--- config.mk ---
export PLATFORM = sky130hd
export DESIGN_NAME = alu_cmd_seq
export DESIGN_NICKNAME = d
export VERILOG_FILES = /design/src/rtl/alu_seq_pkg.sv /design/src/rtl/alu_mult_timer.sv /design/src/rtl/alu_cmd_seq.sv
export SDC_FILE = /design/constraint.sdc
export NUM_CORES = 1
export LEC_CHECK = 0
export ABC_AREA = 1
export BUFFER_PORTS_ARGS = -buffer_cell sky130_fd_sc_hd__buf_2
export CORE_AREA = 2 2 94 96
export CTS_BUF_LIST = sky130_fd_sc_hd__clkbuf_2
export CTS_CLUSTER_DIAMETER = 50
export DETAILED_ROUTE_END_ITERATION = 16
export DIE_AREA = 0 0 96 98
export GPL_ROUTABILITY_DRIVEN = 0
export PLACE_DENSITY = 0.78
export SLEW_MARGIN = 20
export SYNTH_ARGS = -nofsm -noshare
export SYNTH_HDL_FRONTEND = slang
export SYNTH_SLANG_ARGS = --single-unit
--- constraint.sdc ---
create_clock -name clk -period 3.2 [get_ports clk]
set_clock_uncertainty 0.05 [all_clocks]
set_input_delay 0.32 -clock clk [delete_from_list [all_inputs] [get_ports clk]]
set_output_delay 0.32 -clock clk [all_outputs]
set_load 0.05 [all_outputs]
--- src/rtl/alu_seq_pkg.sv ---
// ============================================================================
// Module   : alu_seq_pkg
// Brief    : Shared opcodes, state encoding and ALU mux selects for the
//            command sequencer.
// Revision : 1.0 - initial release
// ============================================================================
`default_nettype none

package alu_seq_pkg;

   localparam logic [1:0] OP_ADD = 2'd0;
   localparam logic [1:0] OP_SUB = 2'd1;
   localparam logic [1:0] OP_MUL = 2'd2;
   localparam logic [1:0] OP_MAC = 2'd3;

   // These encodings must match the ALU's own src mux decode
   localparam logic [2:0] SRC1_ACCUM = 3'b000;
   localparam logic [2:0] SRC0_PCOMP = 3'b011;

   typedef enum logic [1:0] {
      ST_IDLE    = 2'd0,
      ST_EXEC    = 2'd1,
      ST_MAC_ADD = 2'd2,
      ST_DONE    = 2'd3
   } state_t;

   // Returns {mult4, mult2}; mult4 wins when both scale bits are set
   function automatic logic [1:0] scale_bits(input logic [1:0] scale);
      return {scale[1], scale[0] & ~scale[1]};
   endfunction

endpackage

`default_nettype wire

--- src/rtl/alu_mult_timer.sv ---
// ============================================================================
// Module   : alu_mult_timer
// Brief    : Loadable down-counter; last is high on the final multiply cycle.
// Revision : 1.0 - initial release
// ============================================================================
`default_nettype none

module alu_mult_timer #(
   parameter int MULT_CYC = 2
) (
   input  logic clk,
   input  logic rst,
   input  logic load,
   input  logic en,
   output logic last
);

   logic [3:0] cnt_q;
   logic [3:0] cnt_d;

   always_comb begin
      cnt_d = cnt_q;
      if (load) begin
         cnt_d = 4'(MULT_CYC - 1);
      end else if (en && (cnt_q != 4'd0)) begin
         cnt_d = cnt_q - 4'd1;
      end
   end

   always_ff @(posedge clk or posedge rst) begin
      if (rst) begin
         cnt_q <= 4'd0;
      end else begin
         cnt_q <= cnt_d;
      end
   end

   assign last = (cnt_q == 4'd0);

endmodule

`default_nettype wire

--- src/rtl/alu_cmd_seq.sv ---
// ============================================================================
// Module   : alu_cmd_seq
// Brief    : ALU command sequencer with MAC accumulator. Optional sticky
//            saturation flag enabled by macro ALU_SEQ_SAT_FLAG_EN.
// Revision : 1.0 - initial release
// ============================================================================
`default_nettype none

module alu_cmd_seq
   import alu_seq_pkg::*;
#(
   parameter int MULT_CYC = 2,
   parameter bit MAC_SAT  = 1'b1
) (
   input  logic        clk,
   input  logic        rst,
   input  logic        cmd_vld,
   output logic        cmd_rdy,
   input  logic [1:0]  cmd_op,
   input  logic        cmd_sat,
   input  logic [1:0]  cmd_scale,
   input  logic        cmd_clr,
   input  logic [15:0] cmd_a,
   input  logic [15:0] cmd_b,
   input  logic [15:0] dst,
   output logic [15:0] Accum,
   output logic [15:0] Pcomp,
   output logic [2:0]  src1sel,
   output logic [2:0]  src0sel,
   output logic        multiply,
   output logic        saturate,
   output logic        mult2,
   output logic        mult4,
   output logic        sub,
   output logic [15:0] res,
   output logic        res_vld
`ifdef ALU_SEQ_SAT_FLAG_EN
   ,
   output logic        sat_flg
`endif
);

   state_t      state_q, state_d;
   logic [1:0]  op_q, op_d;
   logic        sat_q, sat_d;
   logic [1:0]  scale_q, scale_d;
   logic [15:0] accum_q, accum_d;
   logic [15:0] pcomp_q, pcomp_d;
   logic [15:0] mac_acc_q, mac_acc_d;
   logic [15:0] res_q, res_d;
   logic        res_vld_q, res_vld_d;
   logic        cmd_rdy_q, cmd_rdy_d;
   logic        multiply_q, multiply_d;
   logic        saturate_q, saturate_d;
   logic        mult2_q, mult2_d;
   logic        mult4_q, mult4_d;
   logic        sub_q, sub_d;
   logic        accept;
   logic        capture;
   logic        tmr_load;
   logic        tmr_en;
   logic        tmr_last;

   alu_mult_timer #(
      .MULT_CYC (MULT_CYC)
   ) u_timer (
      .clk  (clk),
      .rst  (rst),
      .load (tmr_load),
      .en   (tmr_en),
      .last (tmr_last)
   );

   always_comb begin
      state_d   = state_q;
      op_d      = op_q;
      sat_d     = sat_q;
      scale_d   = scale_q;
      accum_d   = accum_q;
      pcomp_d   = pcomp_q;
      mac_acc_d = mac_acc_q;
      accept    = 1'b0;
      capture   = 1'b0;
      tmr_load  = 1'b0;
      tmr_en    = 1'b0;

      case (state_q)
         ST_IDLE: begin
            if (cmd_vld) begin
               accept   = 1'b1;
               accum_d  = cmd_a;
               pcomp_d  = cmd_b;
               op_d     = cmd_op;
               sat_d    = cmd_sat;
               scale_d  = cmd_scale;
               tmr_load = 1'b1;
               if (cmd_clr) begin
                  mac_acc_d = 16'd0;
               end
               state_d  = ST_EXEC;
            end
         end
         ST_EXEC: begin
            if ((op_q == OP_ADD) || (op_q == OP_SUB)) begin
               capture = 1'b1;
               accum_d = dst;
               state_d = ST_DONE;
            end else begin
               tmr_en = 1'b1;
               if (tmr_last) begin
                  capture = 1'b1;
                  if (op_q == OP_MUL) begin
                     accum_d = dst;
                     state_d = ST_DONE;
                  end else begin
                     // MAC: product goes to Pcomp, running sum is re-added next cycle
                     pcomp_d = dst;
                     accum_d = mac_acc_q;
                     state_d = ST_MAC_ADD;
                  end
               end
            end
         end
         ST_MAC_ADD: begin
            capture   = 1'b1;
            accum_d   = dst;
            mac_acc_d = dst;
            state_d   = ST_DONE;
         end
         ST_DONE: begin
            state_d = ST_IDLE;
         end
         default: begin
            state_d = ST_IDLE;
         end
      endcase

      // Outputs are registered, so decode them from the next state
      multiply_d = 1'b0;
      saturate_d = 1'b0;
      mult2_d    = 1'b0;
      mult4_d    = 1'b0;
      sub_d      = 1'b0;
      if (state_d == ST_EXEC) begin
         multiply_d         = (op_d == OP_MUL) || (op_d == OP_MAC);
         sub_d              = (op_d == OP_SUB);
         saturate_d         = sat_d;
         {mult4_d, mult2_d} = scale_bits(scale_d);
      end else if (state_d == ST_MAC_ADD) begin
         saturate_d = MAC_SAT;
      end
      res_vld_d = (state_d == ST_DONE);
      res_d     = res_vld_d ? accum_d : res_q;
      cmd_rdy_d = (state_d == ST_IDLE);
   end

   always_ff @(posedge clk or posedge rst) begin
      if (rst) begin
         state_q    <= ST_IDLE;
         op_q       <= OP_ADD;
         sat_q      <= 1'b0;
         scale_q    <= 2'd0;
         accum_q    <= 16'd0;
         pcomp_q    <= 16'd0;
         mac_acc_q  <= 16'd0;
         res_q      <= 16'd0;
         res_vld_q  <= 1'b0;
         cmd_rdy_q  <= 1'b1;
         multiply_q <= 1'b0;
         saturate_q <= 1'b0;
         mult2_q    <= 1'b0;
         mult4_q    <= 1'b0;
         sub_q      <= 1'b0;
      end else begin
         state_q    <= state_d;
         op_q       <= op_d;
         sat_q      <= sat_d;
         scale_q    <= scale_d;
         accum_q    <= accum_d;
         pcomp_q    <= pcomp_d;
         mac_acc_q  <= mac_acc_d;
         res_q      <= res_d;
         res_vld_q  <= res_vld_d;
         cmd_rdy_q  <= cmd_rdy_d;
         multiply_q <= multiply_d;
         saturate_q <= saturate_d;
         mult2_q    <= mult2_d;
         mult4_q    <= mult4_d;
         sub_q      <= sub_d;
      end
   end

`ifdef ALU_SEQ_SAT_FLAG_EN
   logic sat_flg_q, sat_flg_d;

   always_comb begin
      sat_flg_d = sat_flg_q;
      if (accept && cmd_clr) begin
         sat_flg_d = 1'b0;
      end else if (capture && saturate_q && ((dst == 16'h7FFF) || (dst == 16'h8000))) begin
         sat_flg_d = 1'b1;
      end
   end

   always_ff @(posedge clk or posedge rst) begin
      if (rst) begin
         sat_flg_q <= 1'b0;
      end else begin
         sat_flg_q <= sat_flg_d;
      end
   end

   assign sat_flg = sat_flg_q;
`endif

   assign cmd_rdy  = cmd_rdy_q;
   assign Accum    = accum_q;
   assign Pcomp    = pcomp_q;
   assign src1sel  = SRC1_ACCUM;
   assign src0sel  = SRC0_PCOMP;
   assign multiply = multiply_q;
   assign saturate = saturate_q;
   assign mult2    = mult2_q;
   assign mult4    = mult4_q;
   assign sub      = sub_q;
   assign res      = res_q;
   assign res_vld  = res_vld_q;

endmodule

`default_nettype wire

==> run summary, run 1 <==
Final min period = 2.49 ns
Worst-path clk slew = 0.23 ns
Syn Area/Cell = 7.32 um2
relative slew slack = 51.8%
final core occ = 62.6%
clk sink count = 82
Pwr Density = 1210 mW/mm2
Comb pwr share = 64.2%
CP endpoint kind = register
H-tree Lvls = 3
initial antenna violation count = 0
CTS root buffer = clkbuf_2
required time of the critical path = 3.59 ns
Detailed Route WL = 12300 um
NumNets Final = 786
Worst-Margin Slew = 0.723 ns
fraction of power consumed by sequential logic = 28.2%
initial core utilization = 52.7%
CP arrival = 2.88 ns
Post-DP HPWL = 8530 um
startpoint types = register
CP Class = reg2reg
Ant. Diodes = 0
Filler cells = 786
clk buf depth = 2
EDFF count, synth = 0
switching share of power = 58.1%
switching power = 3.72 mW
Leakage = 3.05 nW
DRC errors left = 0
register area share after synthesis = 46.0%
DRT Pass-1 Iters = 5
Clock Latency Late Sink = 0.54 ns
total grt overflow = 0
first-pass GRT wire length = 20000 um
Power Total = 6.39 mW
share of power burned in the clock network = 7.6%
Die W = 96 um
layout cells sized above 1 = 21.4%
unrepaired setup endpoints after global routing = false
TNS Setup = 0 ns
Area Growth Syn to Fin = 18.8%
count of final hold-check violations = 0
DR WL/cell = 14.6 um
number of buffers created by CTS = 9
count of pins over their slew limit = 0
Mapped Area = 0.00446 mm2
Post-Syn Instances = 610
FP Rows = 34
Die ar. = 0.00941 mm2
critical path peak fanout = 34
Core Area = 0.00847 mm2
Post-synth top flop = dfrtp_1
status = finished, final reports clean
CTS tree = yes
DRT antenna net count = 0
pre-CTS WS = 0.802 ns
Final Cycle Share = 77.9%
largest net degree at the start of global routing = 42
post-CTS repair timing setup buffer count = 0
GRT Resource Usage Total = 27.2%
Synth cell types = 33
vias = 4423
Port Buffers = 111
Max-cap violations = 0
setup ws final = 0.708 ns
Reg2Reg Setup Slack = 0.71 ns
height of the die = 98 um
Worst Hold Class = in2reg
fmax = 401 MHz
final setup fails = 0
Internal = 2.68 mW
#FFs+latches synth = 82
Iter 0 DRT Violations = 469
I/O Pins = 118
synth warn = 0
Worst IR Drop VDD = 0.800 mV
Post-synth ARST share = 100%
DR vias/cell = 5.26
vias in the first global route = 4226
==> area by class of cell <==
cell class,count,area [um2],area share [%]
inverters,72,275,5.19
clock inverters,6,41.3,0.779
clock buffers,10,50.0,0.944
repair buffers,134,776,14.6
well taps,108,135,2.55
multi-input cells,429,1970,37.2
flip-flops and latches,82,2050,38.7
==> cell families after synthesis <==
| kind of cell | count (synthesis) | share of synthesized area, % |
|---|---|---|
| flops | 82 | 46.0 |
| compound gates | 59 | 8.04 |
| fa+ha+maj | 1 | 0.280 |
| buf+inv | 103 | 10.2 |
| other cells | 2 | 0.168 |
| simple gates | 363 | 35.3 |
==> worst max-delay path: stages, from the launching register on <==
cell and delay [ns]:
dfrtp_1 0.41, inv_1 0.14, ha_1 0.27, nand2_4 0.20, nand2_4 0.36, a21oi_4 0.12, nor2_4 0.48, inv_4 0.19
nand2_1 0.10, nand2_1 0.05
==> cell usage after synthesis, types with 2 or more instances <==
library cell | count | area, um2
clkbuf_1 | 8 | 30.0
inv_2 | 2 | 7.51
nor2_4 | 4 | 45.0
buf_6 | 2 | 22.5
nor2_1 | 33 | 124
buf_1 | 2 | 7.51
buf_4 | 10 | 75.1
nand2_2 | 5 | 31.3
buf_2 | 9 | 45.0
a21oi_1 | 5 | 25.0
inv_1 | 67 | 251
nand2_1 | 216 | 811
conb_1 | 2 | 7.51
nor2_2 | 2 | 12.5
o21ai_0 | 35 | 175
a21boi_0 | 16 | 120
dfrtp_1 | 81 | 2030
or2_2 | 2 | 12.5
nand3_1 | 84 | 420
nor3_1 | 9 | 45.0
nand2_4 | 4 | 45.0
==> flip-flops by register name, indices dropped and copies added (netlist names), 2 cells and up <==
signal and cells:
op_q 2, mac_acc_q 16, state_q 2, scale_q 2, Pcomp 16, res 16, u_timer.cnt_q 4, Accum 16
==> power by group through the flow <==
stage                     combinational [mW]  clock, mW  sequential (mW)
after detailed placement                4.05          0             1.82
final                                   4.10      0.487             1.80
after global routing                    4.51      0.523             1.86
after global placement                  3.92          0             1.81
after floorplan                         2.16          0             2.87
after CTS                               4.08      0.482             1.80
==> final timing paths <==
| kind | start | endpoint | cells past startpoint |
|---|---|---|---|
| max reg2reg | u_timer.cnt_q[0] | res[13] | 9 |
| max | u_timer.cnt_q[0] | res[13] | 9 |
| min in group asynchronous | rst | res[0] | 3 |
| min | dst[11] | mac_acc_q[11] | 3 |
| max in group asynchronous | rst | cmd_rdy | 4 |
| min reg2reg | res[11] | res[11] | 2 |
==> cells in the final DEF, fill, tap and decap left out, types with 2 or more instances in the layout <==
| cell type | synthesis | layout |
|---|---|---|
| nand2_4 | 4 | 4 |
| conb_1 | 2 | 6 |
| buf_4 | 10 | 4 |
| a21boi_0 | 16 | 16 |
| dlygate4sd3_1 | 0 | 19 |
| nor2_2 | 2 | 2 |
| inv_2 | 2 | 2 |
| buf_2 | 9 | 111 |
| clkbuf_2 | 0 | 10 |
| dfrtp_1 | 81 | 81 |
| nand2_1 | 216 | 216 |
| or2_2 | 2 | 2 |
| clkinvlp_4 | 0 | 3 |
| nor2_1 | 33 | 33 |
| nand2_2 | 5 | 5 |
| nor3_1 | 9 | 9 |
| a21oi_1 | 5 | 5 |
| inv_1 | 67 | 66 |
| clkinv_2 | 1 | 4 |
| nor2_4 | 4 | 4 |
| o21ai_0 | 35 | 35 |
| nand3_1 | 84 | 84 |
==> metal layers <==
metal / part of all wire (%) / global-route usage, % / wire, um / vias up
met5: 0 / 0 / 0 / -
met4: 1.5 / 8.02 / 180 / 0
met3: 9.8 / 5.40 / 1200 / 20
met2: 46 / 41.3 / 5620 / 237
met1: 43 / 39.4 / 5250 / 2028
li1: - / - / - / 2138
==> timing repair <==
action	4_1_cts	5_1_grt
endpoints found under the setup margin	0	0
endpoints found under the hold margin	58	0
resized for setup	0	0
hold buffers	19	0
==> metrics by stage <==
step                instances  cell area (um2)  hold WS, ns
floorplan                 614             4480        0.343
global placement          806             5020        0.402
detailed placement        806             5020        0.410
CTS                       841             5300      0.00922
global route              841             5300       0.0216
finish                    841             5300       0.0119
Note: power is estimated with default switching activity, not from simulation.
==> inputs of run 2 (changes only) <==
clock period = 2.35 ns   (was 3.2 ns; I/O delays follow)
==> run 2 against run 1 <==
  * Clock power rose by 70%
  * Final cell count increased by 3.7%
  * Setup slack got worse by 0.57 ns
  * Critical path depth is 1 lower
  * Design area rose by 6.5%
  * Via count increased by 3.2%
  * Critical path type unchanged
==> run summary, run 2 (synthesized netlist as in run 1, its figures left out) <==
vias = 4564 (was 4423)
share of power burned in the clock network = 9.1% (was 7.6%)
relative slew slack = 61.4% (was 51.8%)
CP dominant cell by count = nand2_1
setup ws final = 0.141 ns (was 0.708 ns)
CP endpoint kind = register (unchanged)
clk buf depth = 2 (unchanged)
number of buffers created by CTS = 9 (unchanged)
H-tree Lvls = 3 (unchanged)
Max-cap violations = 0 (unchanged)
Reg area = 0.00205 mm2 (about the same)
height of the die = 98 um (unchanged)
Clock Latency Late Sink = 0.56 ns (was 0.54 ns)
Iter 0 DRT Violations = 373 (was 469)
Hold Crit Start = cmd_a[2] (was dst[11])
largest net degree at the start of global routing = 83 (was 42)
Die ar. = 0.00941 mm2 (unchanged)
NumNets Final = 817 (was 786)
Worst Hold Margin = 0.0193 ns (was 0.0119 ns)
initial core utilization = 52.7% (unchanged)
first-pass GRT wire length = 20900 um (was 20000 um)
hold depth = 5 (was 3)
DRT antenna net count = 0 (unchanged)
required time of the critical path = 2.80 ns (was 3.59 ns)
I/O Pins = 118 (unchanged)
Leakage = 3.21 nW (was 3.05 nW)
DR WL/cell = 14.9 um (was 14.6 um)
Worst Hold End = Accum[2] (was mac_acc_q[11])
DRT Pass-1 Iters = 5 (unchanged)
Detailed Route WL = 13000 um (was 12300 um)
Worst-path clk slew = 0.27 ns (was 0.23 ns)
Worst IR Drop VDD = 0.950 mV (was 0.800 mV)
Final min period = 2.21 ns (was 2.49 ns)
Worst-Margin Slew = 0.575 ns (was 0.723 ns)
fraction of power consumed by sequential logic = 27.2% (was 28.2%)
critical path peak fanout = 33 (was 34)
Reg2Reg Setup Slack = 0.14 ns (was 0.71 ns)
Port Buffers = 111 (unchanged)
sum of buffers and inverters on the critical path = 3 (was 2)
Post-DP HPWL = 8750 um (was 8530 um)
final setup fails = 0 (unchanged)
initial antenna violation count = 0 (unchanged)
most frequent cells in the layout = nand2_1, buf_2, nand3_1, dfrtp_1, inv_1 (unchanged)
count of pins over their slew limit = 0 (unchanged)
CP arrival = 2.66 ns (was 2.88 ns)
status = finished, final reports clean (unchanged)
post-CTS repair timing setup buffer count = 0 (unchanged)
Power Total = 9.10 mW (was 6.39 mW)
pre-CTS WS = 0.334 ns (was 0.802 ns)
most common cell after layout, fill and taps aside = nand2_1 (unchanged)
switching share of power = 57.0% (was 58.1%)
count of final hold-check violations = 0 (unchanged)
CTS root buffer = clkbuf_2 (unchanged)
layout cells sized above 1 = 21.9% (was 21.4%)
TNS Setup = 0 ns (unchanged)
total grt overflow = 0 (unchanged)
unrepaired setup endpoints after global routing = false (unchanged)
multi-input logic area = 0.00198 mm2 (was 0.00197 mm2)
fmax = 453 MHz (was 401 MHz)
FP Rows = 34 (unchanged)
startpoint types = register (unchanged)
Ant. Diodes = 0 (unchanged)
Final Cycle Share = 94.0% (was 77.9%)
R2R Path End = Pcomp[10] (was res[13])
Slowest Stage Delay on Critical Path = 0.58 ns (was 0.48 ns)
Comb pwr share = 63.7% (was 64.2%)
clk sink count = 82 (unchanged)
FF-to-FF Start = state_q[0] (was u_timer.cnt_q[0])
slowest CP cell = dlygate4sd3_1 (was nor2_4)
switching power = 5.19 mW (was 3.72 mW)
Area Growth Syn to Fin = 26.5% (was 18.8%)
Internal = 3.91 mW (was 2.68 mW)
Filler cells = 729 (was 786)
GRT Resource Usage Total = 28.6% (was 27.2%)
Pwr Density = 1610 mW/mm2 (was 1210 mW/mm2)
CP Class = reg2reg (unchanged)
DR vias/cell = 5.23 (was 5.26)
vias in the first global route = 4398 (was 4226)
CP cell instances = inv_1, nor2_4, inv_2, nand2_1, o21ai_0, dlygate4sd3_1, nand2_1, nand2_1 (was inv_1, ha_1, nand2_4, nand2_4, a21oi_4, nor2_4, inv_4, nand2_1, nand2_1)
DRC errors left = 0 (unchanged)
CP delay by family, top = buffers and inverters (was simple AND/OR/NAND/NOR gates)
Core Area = 0.00847 mm2 (unchanged)
R2R depth = 8 (was 9)
Die W = 96 um (unchanged)
final core occ = 66.7% (was 62.6%)
Worst Hold Class = in2reg (unchanged)
CTS tree = yes (unchanged)
==> run 2: cell count changes in the layout (fill, tap and decap cells not counted), sizes merged <==
| cell | previous run | this run |
|---|---|---|
| buf | 115 | 124 |
| bufinv | 0 | 1 |
| inv | 70 | 73 |
| clkbuf | 10 | 9 |
| dlygate4sd3 | 19 | 41 |
| clkinv | 5 | 2 |
==> run 2: cell type report <==
class | count | area share, %
sequential | 82 | 36.4
timing repair buffer | 165 | 19.1
clock buffer | 9 | 0.798
tap | 108 | 2.39
multi-input combinational | 429 | 35.0
clock inverter | 7 | 1.46
inverter | 72 | 4.92
==> run 2: power groups by stage <==
stage / registers (mW) / logic, mW / clock network, mW
detailed placement: 2.49 / 5.66 / 0
finish: 2.47 / 5.80 / 0.829
global placement: 2.48 / 5.50 / 0
CTS: 2.46 / 5.74 / 0.835
global route: 2.54 / 6.35 / 0.891
floorplan: 3.91 / 2.95 / 0
==> run 2: worst max path at each step <==
| stage | from | end | slack [ns] | depth (start not counted) |
|---|---|---|---|---|
| 3_5_place_dp | u_timer.cnt_q[0] | mult2 | 0.33 | 9 |
| 5_1_grt | state_q[0] | sub | 0.004 | 5 |
| 3_3_place_gp | u_timer.cnt_q[0] | res[1] | 0.44 | 9 |
| 2_1_floorplan | u_timer.cnt_q[0] | Pcomp[0] | 0.72 | 11 |
| 6_report | state_q[0] | Pcomp[10] | 0.14 | 8 |
| 4_1_cts | state_q[0] | sub | 0.1 | 8 |
==> run 2: layer usage <==
layer	routed length (um)	up-vias	global-route usage, %
met5	0	-	0
met4	198	0	10.0
met3	1130	19	6.25
met2	5980	247	43.8
met1	5650	2105	40.1
li1	-	2193	-
==> run 2: per-stage QoR <==
step,instance area [um2],cells
2_1_floorplan,4480,614
5_1_grt,5650,872
6_report,5650,872
4_1_cts,5640,872
3_5_place_dp,5100,815
3_3_place_gp,5100,815
==> run 2: repair_timing <==
| item | CTS | global route |
|---|---|---|
| endpoints found under the setup margin | 0 | 2 |
| hold endpoints to repair | 124 | 0 |
| hold buffers | 41 | 0 |
| gates resized for setup | 0 | 2 |
==> run 2: tightest hold or removal path: stages <==
cell	delay [ns]
buf_2	0.08
nand2_1	0.04
nand3_1	0.06
nor2_1	0.05
a21boi_0	0.15
==> inputs of run 3 (changes only) <==
CORE_AREA = 2 2 95 97   (was 2 2 94 96)
CTS_BUF_LIST = default   (was sky130_fd_sc_hd__clkbuf_2)
DIE_AREA = 0 0 97 99   (was 0 0 96 98)
PLACE_DENSITY = 0.76   (was 0.78)
==> run 3 against run 2 <==
  * The flow now finishes with violations (negative hold slack)
  * Wire length decreased by 1.4%
  * Sequential share of layout area increased by 2.1 points
  * Total power increased by 2.7%
  * Core utilization decreased by 4.4 points
  * Design area decreased by 5.6%
  * Flip-flop and latch count unchanged
  * Sequential power about the same
  * Final cell count decreased by 4.6%
  * Highest routed layer unchanged
==> run summary, run 3 (synthesized netlist as in run 1, its figures left out) <==
Power Total = 9.35 mW (was 9.10 mW)
Port Buffers = 111 (unchanged)
setup ws final = 0.301 ns (was 0.141 ns)
Worst-path clk slew = 0.09 ns (was 0.27 ns)
Worst IR Drop VDD = 0.901 mV (was 0.950 mV)
most common cell after layout, fill and taps aside = nand2_1 (unchanged)
DRC errors left = 0 (unchanged)
DRT antenna net count = 0 (unchanged)
TNS Setup = 0 ns (unchanged)
post-CTS repair timing setup buffer count = 0 (unchanged)
largest net degree at the start of global routing = 36 (was 83)
most frequent cells in the layout = nand2_1, buf_2, nand3_1, dfrtp_1, inv_1 (unchanged)
Clock Latency Late Sink = 0.36 ns (was 0.56 ns)
GRT Resource Usage Total = 27.1% (was 28.6%)
CTS tree = yes (unchanged)
number of buffers created by CTS = 9 (unchanged)
Post-CTS Hold Buffers = 1 (was 41)
slowest CP cell = dfrtp_1 (was dlygate4sd3_1)
startpoint types = register (unchanged)
Final min period = 2.05 ns (was 2.21 ns)
placed cells = 815 (unchanged)
height of the die = 99 um (was 98 um)
NumNets Final = 777 (was 817)
layout cells sized above 1 = 22.5% (was 21.9%)
CTS root buffer = clkbuf_8 (was clkbuf_2)
Die W = 97 um (was 96 um)
R2R depth = 9 (was 8)
DP Area = 0.00512 mm2 (was 0.00510 mm2)
Post-Layout Inst Area = 0.00533 mm2 (was 0.00565 mm2)
R2R Path End = mult2 (was Pcomp[10])
Iter 0 DRT Violations = 355 (was 373)
FF-to-FF Start = u_timer.cnt_q[0] (was state_q[0])
clk buf depth = 2 (unchanged)
CP cell instances = inv_1, ha_1, nand2_4, nand2_4, buf_4, nor2_4, inv_1, nand2_1, nor3b_2 (was inv_1, nor2_4, inv_2, nand2_1, o21ai_0, dlygate4sd3_1, nand2_1, nand2_1)
Slowest Stage Delay on Critical Path = 0.38 ns (was 0.58 ns)
Worst Hold Class = in2async (was in2reg)
Detailed Route WL = 12800 um (was 13000 um)
status = complete, but fails checks (was finished, final reports clean)
Leakage = 3.07 nW (was 3.21 nW)
Filler cells = 764 (was 729)
Post-CTS Resized = 0 (unchanged)
Ant. Diodes = 0 (unchanged)
H-tree Lvls = 3 (unchanged)
Worst Hold Margin = -0.0216 ns (was 0.0193 ns)
Post-DP HPWL = 8880 um (was 8750 um)
CP Class = reg2reg (unchanged)
fmax = 488 MHz (was 453 MHz)
Area Growth Syn to Fin = 19.4% (was 26.5%)
unrepaired setup endpoints after global routing = false (unchanged)
CP arrival = 2.25 ns (was 2.66 ns)
DRT Pass-1 Iters = 5 (unchanged)
Reg2Reg Setup Slack = 0.30 ns (was 0.14 ns)
required time of the critical path = 2.55 ns (was 2.80 ns)
critical path peak fanout = 18 (was 33)
Pwr Density = 1750 mW/mm2 (was 1610 mW/mm2)
Final Cycle Share = 87.2% (was 94.0%)
DR vias/cell = 5.34 (was 5.23)
CP endpoint kind = register (unchanged)
initial antenna violation count = 0 (unchanged)
Final Non-Filler Cells = 832 (was 872)
Die ar. = 0.00960 mm2 (was 0.00941 mm2)
I/O Pins = 118 (unchanged)
Core Area = 0.00855 mm2 (was 0.00847 mm2)
vias = 4445 (was 4564)
final setup fails = 0 (unchanged)
count of pins over their slew limit = 0 (unchanged)
Worst-Margin Slew = 0.850 ns (was 0.575 ns)
first-pass GRT wire length = 20500 um (was 20900 um)
Max-cap violations = 0 (unchanged)
final core occ = 62.4% (was 66.7%)
relative slew slack = 43.2% (was 61.4%)
failing checks = negative hold slack
total grt overflow = 0 (unchanged)
initial core utilization = 52.2% (was 52.7%)
vias in the first global route = 4184 (was 4398)
clk sink count = 82 (unchanged)
count of final hold-check violations = 29 (was 0)
pre-CTS WS = 0.359 ns (was 0.334 ns)
FP Rows = 34 (unchanged)
DR WL/cell = 15.4 um (was 14.9 um)
## run 3: changes by cell type in the layout (fill, tap and decap cells not counted), moves of 3 or more
cell           before  now
clkbuf_2            9    0
inv_6               3    0
clkbuf_1            0    3
clkbuf_8            0    9
dlygate4sd3_1      41    1
## run 3: area by class of cell
| class | count | area, um2 | area share (%) |
|---|---|---|---|
| clock buffers | 12 | 135 | 2.53 |
| well taps | 108 | 135 | 2.53 |
| inverters | 72 | 278 | 5.21 |
| clock inverters | 4 | 70.1 | 1.31 |
| multi-input cells | 429 | 1970 | 37.0 |
| repair buffers | 125 | 688 | 12.9 |
| flip-flops and latches | 82 | 2050 | 38.5 |
## run 3: per-layer routing
| metal | vias up | track usage [%] | share of wire [%] |
|---|---|---|---|
| met3 | 24 | 4.54 | 9.4 |
| met2 | 246 | 41.7 | 45 |
| met5 | - | 0 | 0 |
| li1 | 2111 | - | - |
| met4 | 0 | 11.6 | 2.1 |
| met1 | 2064 | 38.1 | 44 |
## run 3: critical path, delay by kind of cell (launching register included)
family	cells	cell delay [ns]
adder cells (fa/ha/maj)	1	0.26
AND/OR/NAND/NOR	5	0.76
flip-flops	1	0.38
buffers and inverters	3	0.49
## run 3: how the worst max path moves through the flow
stage / from / end / slack (ns) / cells after the start
final: u_timer.cnt_q[0] / mult2 / 0.30 / 9
after global routing: u_timer.cnt_q[0] / Pcomp[6] / 0.13 / 10
after CTS: u_timer.cnt_q[0] / mult2 / 0.34 / 9
after detailed placement: u_timer.cnt_q[0] / mult2 / 0.36 / 9
after global placement: state_q[0] / res[7] / 0.45 / 7
after floorplan: u_timer.cnt_q[0] / Pcomp[0] / 0.72 / 11
## run 3: power by group
group          switching, mW  total, mW  internal, mW
clock                  0.514       1.11         0.597
combinational           4.23       5.75          1.52
sequential             0.402       2.49          2.09
total                   5.15       9.35          4.20
